## config.mk

```make
export PLATFORM = sky130hd
export DESIGN_NAME = muldiv_sequencer
export DESIGN_NICKNAME = d
export VERILOG_FILES = /design/src/rtl/muldiv_sequencer.sv
export SDC_FILE = /design/constraint.sdc
export NUM_CORES = 1
export LEC_CHECK = 0
export CAP_MARGIN = 10
export CORE_MARGIN = 5
export CORE_UTILIZATION = 40
export DETAILED_ROUTE_END_ITERATION = 7
export GPL_ROUTABILITY_DRIVEN = 0
export SETUP_SLACK_MARGIN = 0.05
export SYNTH_ARGS = -nofsm -noshare
export SYNTH_HDL_FRONTEND = slang
export SYNTH_SLANG_ARGS = --single-unit
```

## constraint.sdc

```tcl
create_clock -name i_clk -period 7.65 [get_ports i_clk]
set_clock_uncertainty 0.15 [all_clocks]
set_input_delay 1.53 -clock i_clk [delete_from_list [all_inputs] [get_ports i_clk]]
set_output_delay 1.53 -clock i_clk [all_outputs]
set_load 0.1 [all_outputs]
```

## src/rtl/muldiv_sequencer.sv

```systemverilog
// Iterative shift-add multiplier / restoring divider owning the HI/LO pair.
// Optional macro MULDIV_DIVIDE_EN builds the divider; otherwise divide ops raise invalid_op.
module muldiv_sequencer #(
  parameter int WIDTH = 32
) (
  input  logic             i_clk,
  input  logic             i_reset,
  input  logic             i_start,
  input  logic [1:0]       i_op,
  input  logic [WIDTH-1:0] i_rs_val,
  input  logic [WIDTH-1:0] i_rt_val,
  input  logic             i_hi_we,
  input  logic             i_lo_we,
  input  logic [WIDTH-1:0] i_wdata,
  output logic             o_busy,
  output logic             o_done,
  output logic             o_div_by_zero,
  output logic             o_invalid_op,
  output logic [WIDTH-1:0] o_hi,
  output logic [WIDTH-1:0] o_lo,
  output logic [2:0]       o_state_dbg
);
  localparam int CW = $clog2(WIDTH);

  typedef enum logic [2:0] {
    S_IDLE = 3'd0, S_PREP = 3'd1, S_ITER = 3'd2, S_FIX = 3'd3, S_DONE = 3'd4
  } state_t;

  state_t               r_state, w_state_nxt;
  logic [WIDTH-1:0]     r_a, r_b, r_opnd, r_hi, r_lo;
  logic [1:0]           r_op;
  logic [2*WIDTH-1:0]   r_acc, w_step, w_mul_step, w_fix;
  logic [WIDTH:0]       w_mul_sum;
  logic [CW-1:0]        r_cnt;
  logic                 r_sign_a, r_sign_b;
  logic                 r_busy, r_done, r_dbz, r_inv;
  logic                 w_busy_nxt, w_done_nxt, w_dbz_nxt, w_inv_nxt;
  logic                 w_op_ok, w_op_div, w_div_zero, w_sign_a, w_sign_b;
  logic [WIDTH-1:0]     w_mag_a, w_mag_b;

  function automatic logic [WIDTH-1:0] f_neg_w(input logic [WIDTH-1:0] v);
    return (~v) + {{(WIDTH-1){1'b0}}, 1'b1};
  endfunction

  function automatic logic [2*WIDTH-1:0] f_neg_2w(input logic [2*WIDTH-1:0] v);
    return (~v) + {{(2*WIDTH-1){1'b0}}, 1'b1};
  endfunction

  assign w_op_div = r_op[1];
  assign w_sign_a = ~r_op[0] & r_a[WIDTH-1];
  assign w_sign_b = ~r_op[0] & r_b[WIDTH-1];
  assign w_mag_a  = w_sign_a ? f_neg_w(r_a) : r_a;
  assign w_mag_b  = w_sign_b ? f_neg_w(r_b) : r_b;

  // Upper half accumulates the product while the multiplier shifts out of the lower half.
  assign w_mul_sum  = {1'b0, r_acc[2*WIDTH-1:WIDTH]} + {1'b0, r_opnd};
  assign w_mul_step = r_acc[0] ? {w_mul_sum, r_acc[WIDTH-1:1]} : {1'b0, r_acc[2*WIDTH-1:1]};

`ifdef MULDIV_DIVIDE_EN
  // Divide reuses r_acc as {remainder, quotient/dividend}.
  logic [WIDTH:0]     w_rem_sh, w_rem_diff;
  logic [2*WIDTH-1:0] w_div_step;
  assign w_op_ok    = 1'b1;
  assign w_div_zero = w_op_div & (r_b == {WIDTH{1'b0}});
  assign w_rem_sh   = {r_acc[2*WIDTH-1:WIDTH], r_acc[WIDTH-1]};
  assign w_rem_diff = w_rem_sh - {1'b0, r_opnd};
  assign w_div_step = w_rem_diff[WIDTH] ? {w_rem_sh[WIDTH-1:0], r_acc[WIDTH-2:0], 1'b0}
                                        : {w_rem_diff[WIDTH-1:0], r_acc[WIDTH-2:0], 1'b1};
  assign w_step     = w_op_div ? w_div_step : w_mul_step;
`else
  assign w_op_ok    = ~i_op[1];
  assign w_div_zero = 1'b0;
  assign w_step     = w_mul_step;
`endif

  // Sign correction of the finished magnitude result.
  always_comb begin
    w_fix = r_acc;
`ifdef MULDIV_DIVIDE_EN
    if (w_op_div) begin
      w_fix[2*WIDTH-1:WIDTH] = r_sign_a ? f_neg_w(r_acc[2*WIDTH-1:WIDTH]) : r_acc[2*WIDTH-1:WIDTH];
      w_fix[WIDTH-1:0]       = (r_sign_a ^ r_sign_b) ? f_neg_w(r_acc[WIDTH-1:0]) : r_acc[WIDTH-1:0];
    end else begin
      w_fix = (r_sign_a ^ r_sign_b) ? f_neg_2w(r_acc) : r_acc;
    end
`else
    w_fix = (r_sign_a ^ r_sign_b) ? f_neg_2w(r_acc) : r_acc;
`endif
  end

  // Next-state and next-output decode.
  always_comb begin
    w_state_nxt = r_state;
    w_dbz_nxt   = 1'b0;
    w_inv_nxt   = 1'b0;
    case (r_state)
      S_IDLE: begin
        if (i_start && w_op_ok) begin
          w_state_nxt = S_PREP;
        end else if (i_start) begin
          w_inv_nxt = 1'b1;
        end else begin
          w_state_nxt = S_IDLE;
        end
      end
      S_PREP: begin
        if (w_div_zero) begin
          w_state_nxt = S_DONE;
          w_dbz_nxt   = 1'b1;
        end else begin
          w_state_nxt = S_ITER;
        end
      end
      S_ITER: begin
        if (r_cnt == {CW{1'b0}}) w_state_nxt = S_FIX;
        else                     w_state_nxt = S_ITER;
      end
      S_FIX:   w_state_nxt = S_DONE;
      S_DONE:  w_state_nxt = S_IDLE;
      default: w_state_nxt = S_IDLE;
    endcase
    w_busy_nxt = (w_state_nxt != S_IDLE);
    w_done_nxt = (w_state_nxt == S_DONE);
  end

  // State register and registered status outputs.
  always_ff @(posedge i_clk) begin
    if (i_reset) begin
      r_state <= S_IDLE;
      r_busy  <= 1'b0;
      r_done  <= 1'b0;
      r_dbz   <= 1'b0;
      r_inv   <= 1'b0;
    end else begin
      r_state <= w_state_nxt;
      r_busy  <= w_busy_nxt;
      r_done  <= w_done_nxt;
      r_dbz   <= w_dbz_nxt;
      r_inv   <= w_inv_nxt;
    end
  end

  // Operand capture, iteration datapath and HI/LO ownership.
  always_ff @(posedge i_clk) begin
    if (i_reset) begin
      r_hi <= {WIDTH{1'b0}};
      r_lo <= {WIDTH{1'b0}};
      r_a <= {WIDTH{1'b0}};
      r_b <= {WIDTH{1'b0}};
      r_op <= 2'b00;
      r_opnd <= {WIDTH{1'b0}};
      r_acc <= {(2*WIDTH){1'b0}};
      r_cnt <= {CW{1'b0}};
      r_sign_a <= 1'b0;
      r_sign_b <= 1'b0;
    end else begin
      case (r_state)
        S_IDLE: begin
          if (i_hi_we) r_hi <= i_wdata;
          if (i_lo_we) r_lo <= i_wdata;
          if (w_state_nxt == S_PREP) begin
            r_a  <= i_rs_val;
            r_b  <= i_rt_val;
            r_op <= i_op;
          end
        end
        S_PREP: begin
          r_sign_a <= w_sign_a;
          r_sign_b <= w_sign_b;
          r_cnt    <= CW'(WIDTH - 1);
          if (w_op_div) begin
            r_opnd <= w_mag_b;
            r_acc  <= {{WIDTH{1'b0}}, w_mag_a};
          end else begin
            r_opnd <= w_mag_a;
            r_acc  <= {{WIDTH{1'b0}}, w_mag_b};
          end
          if (w_div_zero) begin
            r_hi <= r_a;
            r_lo <= {WIDTH{1'b1}};
          end
        end
        S_ITER: begin
          r_acc <= w_step;
          r_cnt <= r_cnt - {{(CW-1){1'b0}}, 1'b1};
        end
        S_FIX: begin
          r_hi <= w_fix[2*WIDTH-1:WIDTH];
          r_lo <= w_fix[WIDTH-1:0];
        end
        default: ;
      endcase
    end
  end

  assign o_busy        = r_busy;
  assign o_done        = r_done;
  assign o_div_by_zero = r_dbz;
  assign o_invalid_op  = r_inv;
  assign o_hi          = r_hi;
  assign o_lo          = r_lo;
  assign o_state_dbg   = r_state;
endmodule

```

==> flow_summary.json, run 1 <==
{
  "outcome": "finished, final reports clean",
  "worstMarginPinSlew_ps": 1260,
  "ys.warnings.count": 0,
  "slowest_stage": "clkdlybuf4s50_1",
  "synth_area_leader_cell": "dfxtp_1",
  "synthCells": 1786,
  "nFillCells": 3412,
  "hold_buffers": 0,
  "synth_compound_area_share_pct": 24.6,
  "cp.arrival_ps": 2250,
  "grt_usage_pct": 23.2,
  "synth_top_family_by_area": "compound AO/OA/AOI/OAI gates",
  "floorplan.die_area_um2": 39200,
  "clock-root-buffer": "clkbuf_16",
  "syn_area_um2": 14100,
  "clock-sinks": 239,
  "antenna_found_initial": 0,
  "grt_pass1_vias": 12500,
  "cp_num_buf_inv": 1,
  "criticalPathCategory": "reg -> out",
  "grt_max_degree": 100,
  "cap_violations": 0,
  "hold_violations": 0,
  "powerDensity_nw_per_um2": 204,
  "clk_latency_ps": 550,
  "drt_iter0_drc": 1146,
  "cp-start-kind": "flop",
  "chipHeight_um": 198,
  "cts_resized": 0,
  "area_delta_synth_final_pct": 19.3,
  "synth_ff_type": "dfxtp_1",
  "timing.hold.ws_ps": 310,
  "ys_types": 90,
  "grt_setup_unrepaired": "no",
  "start_util_pct": 40.8,
  "cts.clk_slew.worst_paths_ps": 60,
  "core_um2": 34700,
  "synth-edff-count": 0,
  "fin_util_pct": 48.6,
  "postSynth.asyncResetShare_pct": 0,
  "clockBufferDepth": 3,
  "path_cells": "clkdlybuf4s50_1",
  "max-vdd-ir-drop_uv": 170,
  "cp_slowest_stage_delay_ps": 1220,
  "leakagePower_nw": 6.28,
  "nNetsFinal": 2017,
  "cts_setup_buffers": 0,
  "setup_viol": 0,
  "die_w_um": 198,
  "period_minus_slack_ps": 3930,
  "power.total_w": 0.00345,
  "finalCritPeriodShare_pct": 51.4,
  "final_common_cell": "nand2_1",
  "hold_path.class": "reg -> reg",
  "via_per_inst": 5.76,
  "num_io_pins": 174,
  "synth_top_area_share_pct": 33.8,
  "dr.pass1.iters": 8,
  "syn_avg_cell_area_um2": 7.92,
  "muxShareOfSynthArea_pct": 5.56,
  "fin_tns_setup_ps": 0,
  "synthTopCellsByArea": "dfxtp_1 (34%), a21oi_1 (7.0%), nand2_1 (6.3%)",
  "seq_area_frac_synth_pct": 33.8,
  "place_area_um2": 16100,
  "cp.required_ps": 5970,
  "max_clock_freq_mhz": 254,
  "wl_per_cell_um": 20.4,
  "synthSimpleGateAreaFrac_pct": 19.7,
  "slew_headroom_pct": 15.1,
  "synth_xor_area_share_pct": 8.48,
  "grt_overflow": 0,
  "drv_slew": 0,
  "synthAdderAreaFrac_pct": 3.41,
  "drt-total-wl_mm": 47.9,
  "cts-buffers-inserted": 26,
  "postLayoutCellArea_um2": 16900,
  "regArea_um2": 4790,
  "antenna_cells": 0,
  "route.detailed.drc": 0,
  "multi_input_area_um2": 8760,
  "rows": 68,
  "h-tree-depth": 1,
  "ant_nets": 0,
  "final_cell_mix": "nand2_1 (239), dfxtp_1 (238), a21oi_1 (199)",
  "dr_total_vias": 13500,
  "syn_nets": 1927,
  "cts_tree": "done",
  "end_kind": "primary output",
  "crit_fanout": 7,
  "ys_ff_latch": 239,
  "grt_pass1_wl_mm": 73.1,
  "hpwl_mm": 36.4,
  "crit_family": "buffers and inverters",
  "port_buffers": 172,
  "drive_above_1_share_pct": 5.29
}
layout make-up:
| type | count | area share (%) |
|---|---|---|
| multi-input cells | 1395 | 51.9 |
| flip-flops and latches | 239 | 28.3 |
| repair buffers | 187 | 10.9 |
| clock buffers | 37 | 4.63 |
| well taps | 455 | 3.37 |
| inverters | 27 | 0.600 |
| clock inverters | 7 | 0.289 |
final timing paths:
kind	end	slack, ps	cells after the start	from
max	o_state_dbg[1]	3720	1	o_state_dbg[1]
min	r_opnd[19]	310	2	r_opnd[19]
max reg2reg	r_acc[63]	3850	11	r_acc[32]
min reg2reg	r_opnd[19]	310	2	r_opnd[19]
report_power, final:
part / switching [W] / leakage (nW) / internal, W / total, W
clock: 0.000515 / 0.414 / 0.000705 / 0.00122
sequential: 0.0000636 / 1.95 / 0.00131 / 0.00137
combinational: 0.000585 / 3.92 / 0.000269 / 0.000855
total: 0.00116 / 6.28 / 0.00228 / 0.00345
registers in the layout, summed over array words and instances, names as in the netlist:
| signal | count |
|---|---|
| o_busy | 1 |
| o_done | 1 |
| o_hi | 32 |
| o_invalid_op | 1 |
| o_lo | 32 |
| o_state_dbg | 3 |
| r_a | 32 |
| r_acc | 64 |
| r_b | 32 |
| r_cnt | 5 |
| r_op | 2 |
| r_opnd | 32 |
| r_sign_a | 1 |
| r_sign_b | 1 |
metrics by stage:
stage / instances / worst slack (ps)
final: 2347 / 3720
after global routing: 2347 / 3630
after CTS: 2347 / 3720
after detailed placement: 2303 / 3430
after global placement: 2303 / 3500
after floorplan: 1786 / 4420
synth_stat cells (8+ instances only):
cell,number
xor2_1,65
o31ai_1,10
o211ai_1,15
a22oi_1,39
nand2_1,239
xnor2_1,72
a311oi_1,10
inv_1,25
nor2b_1,9
or4_1,8
a21o_1,16
clkbuf_1,102
nor2_1,184
nand3_1,15
a221oi_1,10
a211oi_1,47
nand2b_1,9
mux2i_1,73
or3_1,15
a31oi_1,19
o21a_1,8
o21ai_0,61
a21oi_1,199
ha_1,37
buf_1,13
nor4_1,17
dfxtp_1,239
nor3_1,42
o22ai_1,51
logic make-up (layout without fill, tap and decap cells):
kind of cell | Yosys count | count (layout)
AO/OA/AOI/OAI | 545 | 545
XOR/XNOR | 137 | 137
adder cells (fa/ha/maj) | 38 | 38
buffers and inverters | 152 | 258
flip-flops | 239 | 239
multiplexers | 78 | 78
other | 1 | 1
AND/OR/NAND/NOR | 596 | 596
routing by layer:
metal | up-vias | track usage [%] | share of wire [%]
met3 | 51 | 3.11 | 7.4
met2 | 532 | 36.4 | 44
met4 | 0 | 7.01 | 2.9
met1 | 6300 | 33.4 | 46
li1 | 6644 | - | -
met5 | - | 0 | 0
Note: power is estimated with default switching activity, not from simulation.
==> run 2, diff against run 1 <==
==> constraint.sdc (replaced) <==
create_clock -name i_clk -period 3.6 [get_ports i_clk]
set_clock_uncertainty 0.15 [all_clocks]
set_input_delay 0.72 -clock i_clk [delete_from_list [all_inputs] [get_ports i_clk]]
set_output_delay 0.72 -clock i_clk [all_outputs]
set_load 0.1 [all_outputs]
==> run 2 against run 1 <==
Combinational power increased by 120%. Utilization increased by 0.93 points. Wire length increased by 2.6%. Critical endpoint is now r_acc[61]. Final cell count increased by 1.4%. Power increased by 130%. Clock-buffer cell count decreased by 4. Setup slack got worse by 3400 ps. First-iteration DRC count decreased by 15%. Design area increased by 1.9%. Sequential share of layout area decreased by 0.53 points. Register-to-register slack got worse by 3600 ps. Critical path depth increased by 9.
==> flow_summary.json, run 2 (synthesis results as in run 1) <==
{
  "outcome": "finished, final reports clean",
  "rows": 68,
  "clk_latency_ps": 570,
  "finalCritPeriodShare_pct": 92.0,
  "drive_above_1_share_pct": 9.40,
  "period_minus_slack_ps": 3310,
  "p_comb_share_pct": 23.6,
  "cts_setup_buffers": 0,
  "p_seq_share_pct": 37.2,
  "start_util_pct": 40.8,
  "slew_headroom_pct": 34.3,
  "clock-sinks": 239,
  "cts-buffers-inserted": 28,
  "largest_reg_flops": 64,
  "dpl.cell_count": 2333,
  "powerDensity_nw_per_um2": 455,
  "swShare_pct": 33.2,
  "grt_overflow": 0,
  "hold_path.class": "reg -> reg",
  "final_cell_mix": "nand2_1 (239), dfxtp_1 (238), a21oi_1 (199)",
  "grt_pass1_wl_mm": 74.5,
  "floorplan.die_area_um2": 39200,
  "max-vdd-ir-drop_uv": 332,
  "worstMarginPinSlew_ps": 982,
  "grt_usage_pct": 23.8,
  "postLayoutCellArea_um2": 17200,
  "hpwl_mm": 38.0,
  "via_per_inst": 5.75,
  "dp_slack_ps": 398,
  "cts_resized": 0,
  "grt_setup_unrepaired": "no",
  "cp-start-kind": "flop",
  "chipHeight_um": 198,
  "criticalPathCategory": "reg -> reg",
  "dr_total_vias": 13700,
  "drt-total-wl_mm": 49.1,
  "drv_slew": 0,
  "max_clock_freq_mhz": 302,
  "nNetsFinal": 2049,
  "clkPwrFrac_pct": 39.2,
  "core_um2": 34700,
  "fin_cells": 2381,
  "antenna_cells": 0,
  "cp.required_ps": 3900,
  "h-tree-depth": 1,
  "end_kind": "flop",
  "die_w_um": 198,
  "clockBufferDepth": 3,
  "setup_viol": 0,
  "cts_tree": "done",
  "num_io_pins": 174,
  "route.detailed.drc": 0,
  "p_switching_w": 0.00260,
  "grt_max_degree": 159,
  "ant_nets": 0,
  "grt_pass1_vias": 12700,
  "drt_iter0_drc": 978,
  "place_area_um2": 16200,
  "clock-root-buffer": "clkbuf_16",
  "cts.clk_slew.worst_paths_ps": 70,
  "worst_slack_ps": 288,
  "final_common_cell": "nand2_1",
  "largest-register": "r_acc",
  "port_buffers": 172,
  "internal_power_w": 0.00523,
  "wl_per_cell_um": 20.6,
  "leakagePower_nw": 6.60,
  "cap_violations": 0,
  "crit_fanout": 8,
  "antenna_found_initial": 0,
  "hold_violations": 0,
  "fin_tns_setup_ps": 0,
  "area_delta_synth_final_pct": 21.6,
  "hold_buffers": 0,
  "cp.arrival_ps": 3610,
  "dr.pass1.iters": 7
}
==> run 2: power by group through the flow <==
| stage | clock network [W] | registers, W | logic [W] |
|---|---|---|---|
| after global placement | 0 | 0.00296 | 0.00183 |
| after floorplan | 0 | 0.00337 | 0.000854 |
| after detailed placement | 0 | 0.00297 | 0.00184 |
| after CTS | 0.00311 | 0.00291 | 0.00185 |
| after global routing | 0.00322 | 0.00293 | 0.00197 |
| final | 0.00307 | 0.00291 | 0.00185 |
==> run 2: area by class of cell <==
| class | count | area (um^2) |
|---|---|---|
| Sequential cell | 239 | 4790 |
| Timing Repair Buffer | 217 | 2000 |
| Inverter | 27 | 101 |
| Clock buffer | 33 | 759 |
| Tap cell | 455 | 569 |
| Clock inverter | 15 | 235 |
| Fill cell | 3341 | 17500 |
| Multi-Input combinational cell | 1395 | 8760 |
==> run 2: layer usage <==
metal  share of wire (%)  up-vias  track usage [%]  wire length (um)
met5                   0        -                0                 0
met4                 4.2        0             9.39              2090
met3                 7.7      100             3.74              3800
met2                  43      548             36.6             21100
met1                  45     6315             33.5             22100
li1                    -     6717                -                 -
==> run 2: worst paths after layout <==
kind | from | end | slack [ps] | depth (start not counted)
min | r_opnd[11] | r_opnd[11] | 320 | 2
min reg2reg | r_opnd[11] | r_opnd[11] | 320 | 2
max | r_acc[36] | r_acc[61] | 290 | 10
max reg2reg | r_acc[36] | r_acc[61] | 290 | 10
==> run 2: critical path, stage by stage (launching register included) <==
cell and delay (ps):
dfxtp_1 500, ha_1 360, a21o_1 200, a21oi_1 160
a21boi_0 110, buf_4 160, a311oi_1 630, a21oi_1 280
a31oi_1 300, xor2_1 100, a221oi_1 250
==> run 2: per-stage QoR <==
stage	power (W)	hold WS [ps]	utilization, %
6_report	0.00783	319	49.6
5_1_grt	0.00812	337	49.6
4_1_cts	0.00786	317	49.6
3_5_place_dp	0.00481	303	46.7
3_3_place_gp	0.00479	294	46.7
2_1_floorplan	0.00422	282	-
==> run 3, diff against run 2 <==
--- a/config.mk
+++ b/config.mk
@@ -14,3 +14,4 @@
 export SYNTH_ARGS = -nofsm -noshare
 export SYNTH_HDL_FRONTEND = slang
 export SYNTH_SLANG_ARGS = --single-unit
+export TNS_END_PERCENT = 5
==> results of run 3 <==
No change in the layout: final DEF, timing and power equal those of run 2.
